File: config.mk
export PLATFORM = sky130hd
export DESIGN_NAME = serial_sub_recover
export DESIGN_NICKNAME = d
export VERILOG_FILES = /design/src/rtl/serial_sub_recover.sv
export SDC_FILE = /design/constraint.sdc
export NUM_CORES = 1
export LEC_CHECK = 0
export BUFFER_PORTS_ARGS = -buffer_cell sky130_fd_sc_hd__buf_2
export CAP_MARGIN = 10
export CORE_UTILIZATION = 60
export CTS_BUF_LIST = sky130_fd_sc_hd__clkbuf_8
export DETAILED_ROUTE_END_ITERATION = 10
export PLACE_DENSITY_LB_ADDON = 0.25
export SLEW_MARGIN = 20
export SYNTH_ARGS = -nofsm -noshare
export SYNTH_HDL_FRONTEND = slang
export SYNTH_SLANG_ARGS = --single-unit
File: constraint.sdc
create_clock -name clk -period 3.2 [get_ports clk]
set_input_delay 0.32 -clock clk [delete_from_list [all_inputs] [get_ports clk]]
set_output_delay 0.32 -clock clk [all_outputs]
set_load 0.05 [all_outputs]
File: src/rtl/serial_sub_recover.sv
// serial_sub_recover: bit-serial subtractor that recovers operand a = sum - b
// from a 4-bit adder result and a 3-bit operand. Processes one bit per clock
// using a registered borrow and a start/busy/done handshake. err flags results
// that cannot be a legal 3-bit operand (underflow or bit 3 set).
module serial_sub_recover (
    input  logic       clk,
    input  logic       rst_n,
    input  logic       start,
    input  logic [3:0] sum,
    input  logic [2:0] b,
    output logic       busy,
    output logic       done,
    output logic [2:0] a,
    output logic       err
);

    typedef enum logic [1:0] {
        IDLE = 2'd0,
        CALC = 2'd1,
        DONE = 2'd2
    } state_t;

    state_t      r_state;
    state_t      w_state_next;

    logic [3:0]  r_s;        // minuend shift register, LSB consumed first
    logic [3:0]  r_t;        // zero-extended subtrahend shift register
    logic [3:0]  r_r;        // result shift register, new bit enters at bit 3
    logic        r_borrow;
    logic [1:0]  r_cnt;
    logic [2:0]  r_a;
    logic        r_err;

    logic        w_load;
    logic        w_last;
    logic        w_d;
    logic        w_borrow_next;
    logic [3:0]  w_r_final;

    // A request is honoured only from IDLE or DONE; DONE allows back-to-back.
    assign w_load = start && ((r_state == IDLE) || (r_state == DONE));
    // The fourth bit is processed in the cycle where cnt reaches 3.
    assign w_last = (r_state == CALC) && (r_cnt == 2'd3);

    // One full-subtractor slice on the current LSBs.
    assign w_d           = r_s[0] ^ r_t[0] ^ r_borrow;
    assign w_borrow_next = (~r_s[0] & (r_t[0] | r_borrow)) | (r_t[0] & r_borrow);
    assign w_r_final     = {w_d, r_r[3:1]};

    // State register.
    always_ff @(posedge clk or negedge rst_n) begin
        if (!rst_n) begin
            r_state <= IDLE;
        end else begin
            r_state <= w_state_next;
        end
    end

    // Next-state logic; start is not looked at while in CALC.
    always_comb begin
        w_state_next = r_state;
        case (r_state)
            IDLE:    if (start) w_state_next = CALC;
            CALC:    if (r_cnt == 2'd3) w_state_next = DONE;
            DONE:    w_state_next = start ? CALC : IDLE;
            default: w_state_next = IDLE;
        endcase
    end

    // Serial datapath: capture operands on accept, otherwise shift one bit per CALC cycle.
    always_ff @(posedge clk or negedge rst_n) begin
        if (!rst_n) begin
            r_s      <= 4'd0;
            r_t      <= 4'd0;
            r_r      <= 4'd0;
            r_borrow <= 1'b0;
            r_cnt    <= 2'd0;
        end else if (w_load) begin
            r_s      <= sum;
            r_t      <= {1'b0, b};
            r_r      <= 4'd0;
            r_borrow <= 1'b0;
            r_cnt    <= 2'd0;
        end else if (r_state == CALC) begin
            r_s      <= {1'b0, r_s[3:1]};
            r_t      <= {1'b0, r_t[3:1]};
            r_r      <= w_r_final;
            r_borrow <= w_borrow_next;
            r_cnt    <= r_cnt + 2'd1;
        end
    end

    // Result registers update only on completion and hold otherwise.
    always_ff @(posedge clk or negedge rst_n) begin
        if (!rst_n) begin
            r_a   <= 3'd0;
            r_err <= 1'b0;
        end else if (w_last) begin
            r_a   <= w_r_final[2:0];
            r_err <= w_r_final[3] | w_borrow_next;
        end
    end

    assign busy = (r_state == CALC);
    assign done = (r_state == DONE);
    assign a    = r_a;
    assign err  = r_err;

endmodule

# Yosys cells after proc, flatten, opt, wreduce, memory -nomap -nowiden
# Cells that the tools add are included.
# classes
add_sub_neg	1
n_eq_ne	5
n_mux	14
bitwise_logic	8
n_reduce_logical	6
# ops
cell	count
4-bit two-way mux	6
2-bit two-way mux	4
2-bit case mux with 3 select lines	1
2-bit equality test, second input constant	2
1-bit two-way mux	3
1-bit bitwise OR	3
2-bit by 1-bit adder with 2-bit output, second input constant	1
1-bit AND	2
2-bit by 1-bit equality test with 1-bit output, second input constant	1
1-bit logical AND	2
2-bit zero test	1
2-bit by 1-bit != test with 1-bit output, second input constant	1
2-bit != test, second input constant	1
2-bit AND reduction	1
2-bit nonzero test	1
1-bit XOR	2
1-bit logical OR	1
1-bit NOT	1
# word_totals
ff_bits	21
inputBits	10
out_inout_bits	6

# Logic depth before layout (Yosys ltp)
# depth
word_depth	5
depth_mapped	6

# Worst setup path before layout
# OpenSTA, ideal clock, no wires.
# synth_path
path_kind	reg2out
start	register r_state[0]
end	output port done
t_arrival_ns	1.293
required_ns	2.880
setup_slack_ns	1.587
stages_incl_launch_ff	3
cell_sequence	dfrtp_1 buf_6 nor2b_1
# synth_via
elab_chain_len	1
# synth_rtl
item	line_no	text
start, declared	23	state_t r_state;
start signal, assigned	55	r_state <= w_state_next;
2-bit equality test	105	assign done = (r_state == DONE);
end, declared	12	output logic done,
# No other way between the ends.

# Final worst setup path
# layout_path
start	register r_state[0]
end	output port busy
# layout_via
elab_chain_len	1
# layout_rtl
item	line_no	text
2-bit by 1-bit equality test with 1-bit output	104	assign busy = (r_state == CALC);
end, declared	11	output logic busy,
# No other way between the ends.

==> flow_summary.json <==
{
  "p_per_area_nw_per_um2": 1160,
  "syn_avg_cell_area_sq_um": 13.1,
  "leakage_nw": 0.505,
  "antenna_found_initial": 0,
  "crit_arrival_ns": 1.48,
  "synth-compound-area-share_pct": 13.1,
  "ir_worst_vdd_uv": 608,
  "synth-simple-area-share_pct": 16.0,
  "synth_top_area_share_pct": 52.0,
  "finalCritPeriodShare_pct": 56.3,
  "crit_chain": "nand2b_4 > inv_8 > buf_2",
  "finalSetupTns_ns": 0,
  "synth_common_cells": "dfrtp_1 (19), a22o_1 (6), mux2_2 (6), nor2_1 (4), nor2b_1 (4)",
  "die_y_um": 41.0,
  "crit_path_start": "r_state[0]",
  "gp_congestion": 0.726,
  "fin_nets": 100,
  "cts-root-buf": "clkbuf_8",
  "wl_per_cell_um": 16.0,
  "synth_most_common_cell": "dfrtp_1",
  "ff2ff_path_depth": 4,
  "finalNonFillerCells": 102,
  "grt_pass1_wl_um": 2530,
  "grt.total_usage_pct": 25.4,
  "crit_type": "reg2out",
  "diodes": 0,
  "cts.reportedPaths.clkPinSlew_ns": 0.07,
  "synthArstFlopShare_pct": 100,
  "fin_area_sq_um": 1030,
  "synth_top_family_by_area": "simple AND/OR/NAND/NOR gates",
  "critPathMaxFanout": 13,
  "outcome": "finished clean",
  "dieArea_sq_um": 1680,
  "synthAdderAreaFrac_pct": 3.56,
  "rows": 13,
  "postCtsSetupBuffers": 0,
  "slowest_delay_ns": 0.66,
  "rsz0062_at_grt": "false",
  "synth_fp_nets": 82,
  "synthFlopType": "dfrtp_1",
  "grt_pass1_vias": 558,
  "firstDrtPassIters": 2,
  "synth_edf_count": 0,
  "dp.cells": 97,
  "slew_headroom_pct": 66.4,
  "synthMuxAreaShare_pct": 9.58,
  "clock_path_buffers": 2,
  "cts_max_level": 1,
  "maxCapViolCount": 0,
  "synth_seq_cells": 19,
  "ant_nets": 0,
  "avgViaCountPerCell": 5.67,
  "syn_area_sq_um": 915,
  "coreArea_sq_um": 1370,
  "dp_hpwl_um": 1070,
  "setup_viol": 0,
  "drt-total-wl_um": 1630,
  "clock_latency_ns": 0.26,
  "grt_max_degree": 20,
  "cp-start-kind": "register",
  "slew_violations": 0,
  "crit_slowest_cell": "dfrtp_1",
  "ios": 16,
  "ys_seq_area_share_pct": 52.0,
  "hold_viol_final": 0,
  "synthDistinctLibCells": 24,
  "cpLargestDelayFamily": "flip-flops",
  "area_growth_pct": 12.7,
  "min_from": "b[2]",
  "fin_util_pct": 75.5,
  "floorplan.initialDensity_pct": 66.9,
  "timing.rr.start": "r_s[0]",
  "end_kind": "primary output",
  "hold_path.class": "in2reg",
  "die_w_um": 41.0,
  "drt_iter0_drc": 7,
  "synth_cells": 70,
  "tightestPinTransition_ns": 0.504,
  "synth.top_cells.by_area": "dfrtp_1 (52%), mux2_2 (7.4%), a22o_1 (5.7%)",
  "place_area_sq_um": 975,
  "seq_area_sq_um": 475,
  "fill_cells": 90,
  "layout_min_cycle_time_ns": 1.80,
  "route.detailed.drc": 0,
  "required_ns": 2.88,
  "fmax_mhz": 555,
  "cts_buffers": 3,
  "port-buffer-count": 15,
  "crit_cells": 3,
  "yosysTopAreaCell": "dfrtp_1",
  "finClkSkew_ns": 0.00284,
  "worst-path-buf-inv": 2,
  "synth-warning-count": 0,
  "drive_gt1_share_pct": 36.8,
  "total_power_mw": 1.20,
  "vias": 578,
  "min_path_cells": 2,
  "multi_input_area_sq_um": 387,
  "overflow": 0,
  "synth-xor-area-share_pct": 0,
  "clkSinkCount": 19,
  "cts_tree": "built"
}
-- logic make-up (layout without fill, tap and decap cells) --
logic type,after synthesis,in the layout
DFF,19,19
AOI/OAI and AO/OA,17,17
buffers and inverters,6,23
adders and majority gates,2,2
muxes,8,8
and+or+nand+nor,18,18
-- flip-flops by register name, indices dropped and copies added, names as in the netlist --
name	flops
a	3
err	1
r_borrow	1
r_cnt	2
r_r	3
r_s	4
r_state	2
r_t	3
-- metrics by stage --
stage / setup slack, ns / hold slack (ns)
3_5_place_dp: 1.71 / 0.274
2_1_floorplan: 1.59 / 0.0244
3_3_place_gp: 1.74 / 0.267
5_1_grt: 1.31 / 0.282
4_1_cts: 1.39 / 0.283
6_report: 1.40 / 0.287
-- path summary, 6_finish.rpt --
check                      slack, ns        to
max                             1.40      busy
min                             0.29    r_t[2]
max reg2reg                     1.77  r_borrow
min reg2reg                     0.50      a[1]
max in group asynchronous       2.38  r_cnt[0]
min in group asynchronous       0.53    r_t[2]
-- worst reg2reg max path, stage by stage, from the launching register on --
cell,delay [ns]
dfrtp_1,0.36
inv_1,0.07
fa_1,0.43
mux2_2,0.27
a22o_1,0.18
-- final cells by class --
type,instances,area share [%]
clock buffer,3,4.00
timing repair buffer,16,8.25
tap,15,1.82
multi-input combinational,45,37.5
sequential,19,46.1
inverter,3,1.82
clock inverter,1,0.485
-- where the power goes --
group | leakage [nW] | switching (mW) | internal [mW]
sequential | 0.237 | 0.108 | 0.353
combinational | 0.243 | 0.330 | 0.243
clock | 0.0255 | 0.0775 | 0.0866
total | 0.505 | 0.516 | 0.683
-- what timing repair did --
item                                   in CTS  in global routing
hold buffers                                1                  0
gates resized for setup                     0                  0
endpoints found under the hold margin      19                  0
-- cells in the final DEF, fill, tap and decap left out, drive strengths merged --
cell type / count
a21oi: 2
o2bb2ai: 1
o21ai: 3
nor2b: 4
and2b: 1
nor2: 5
mux2: 6
clkbuf: 3
nand2b: 2
nand3b: 1
buf: 15
inv: 3
fa: 1
nand2: 1
o22ai: 3
dfrtp: 19
nand3: 1
clkinv: 1
dlygate4sd3: 1
a22o: 6
a211oi: 2
mux2i: 2
ha: 1
nor3: 3
-- routing by layer --
layer / up-vias / GRT usage (%) / wire, um
met5: - / 0 / 0
met4: 0 / 12.5 / 27
met3: 4 / 11.4 / 77
met2: 14 / 36.7 / 721
met1: 274 / 31.9 / 806
li1: 286 / - / -
Note: power is estimated with default switching activity, not from simulation.
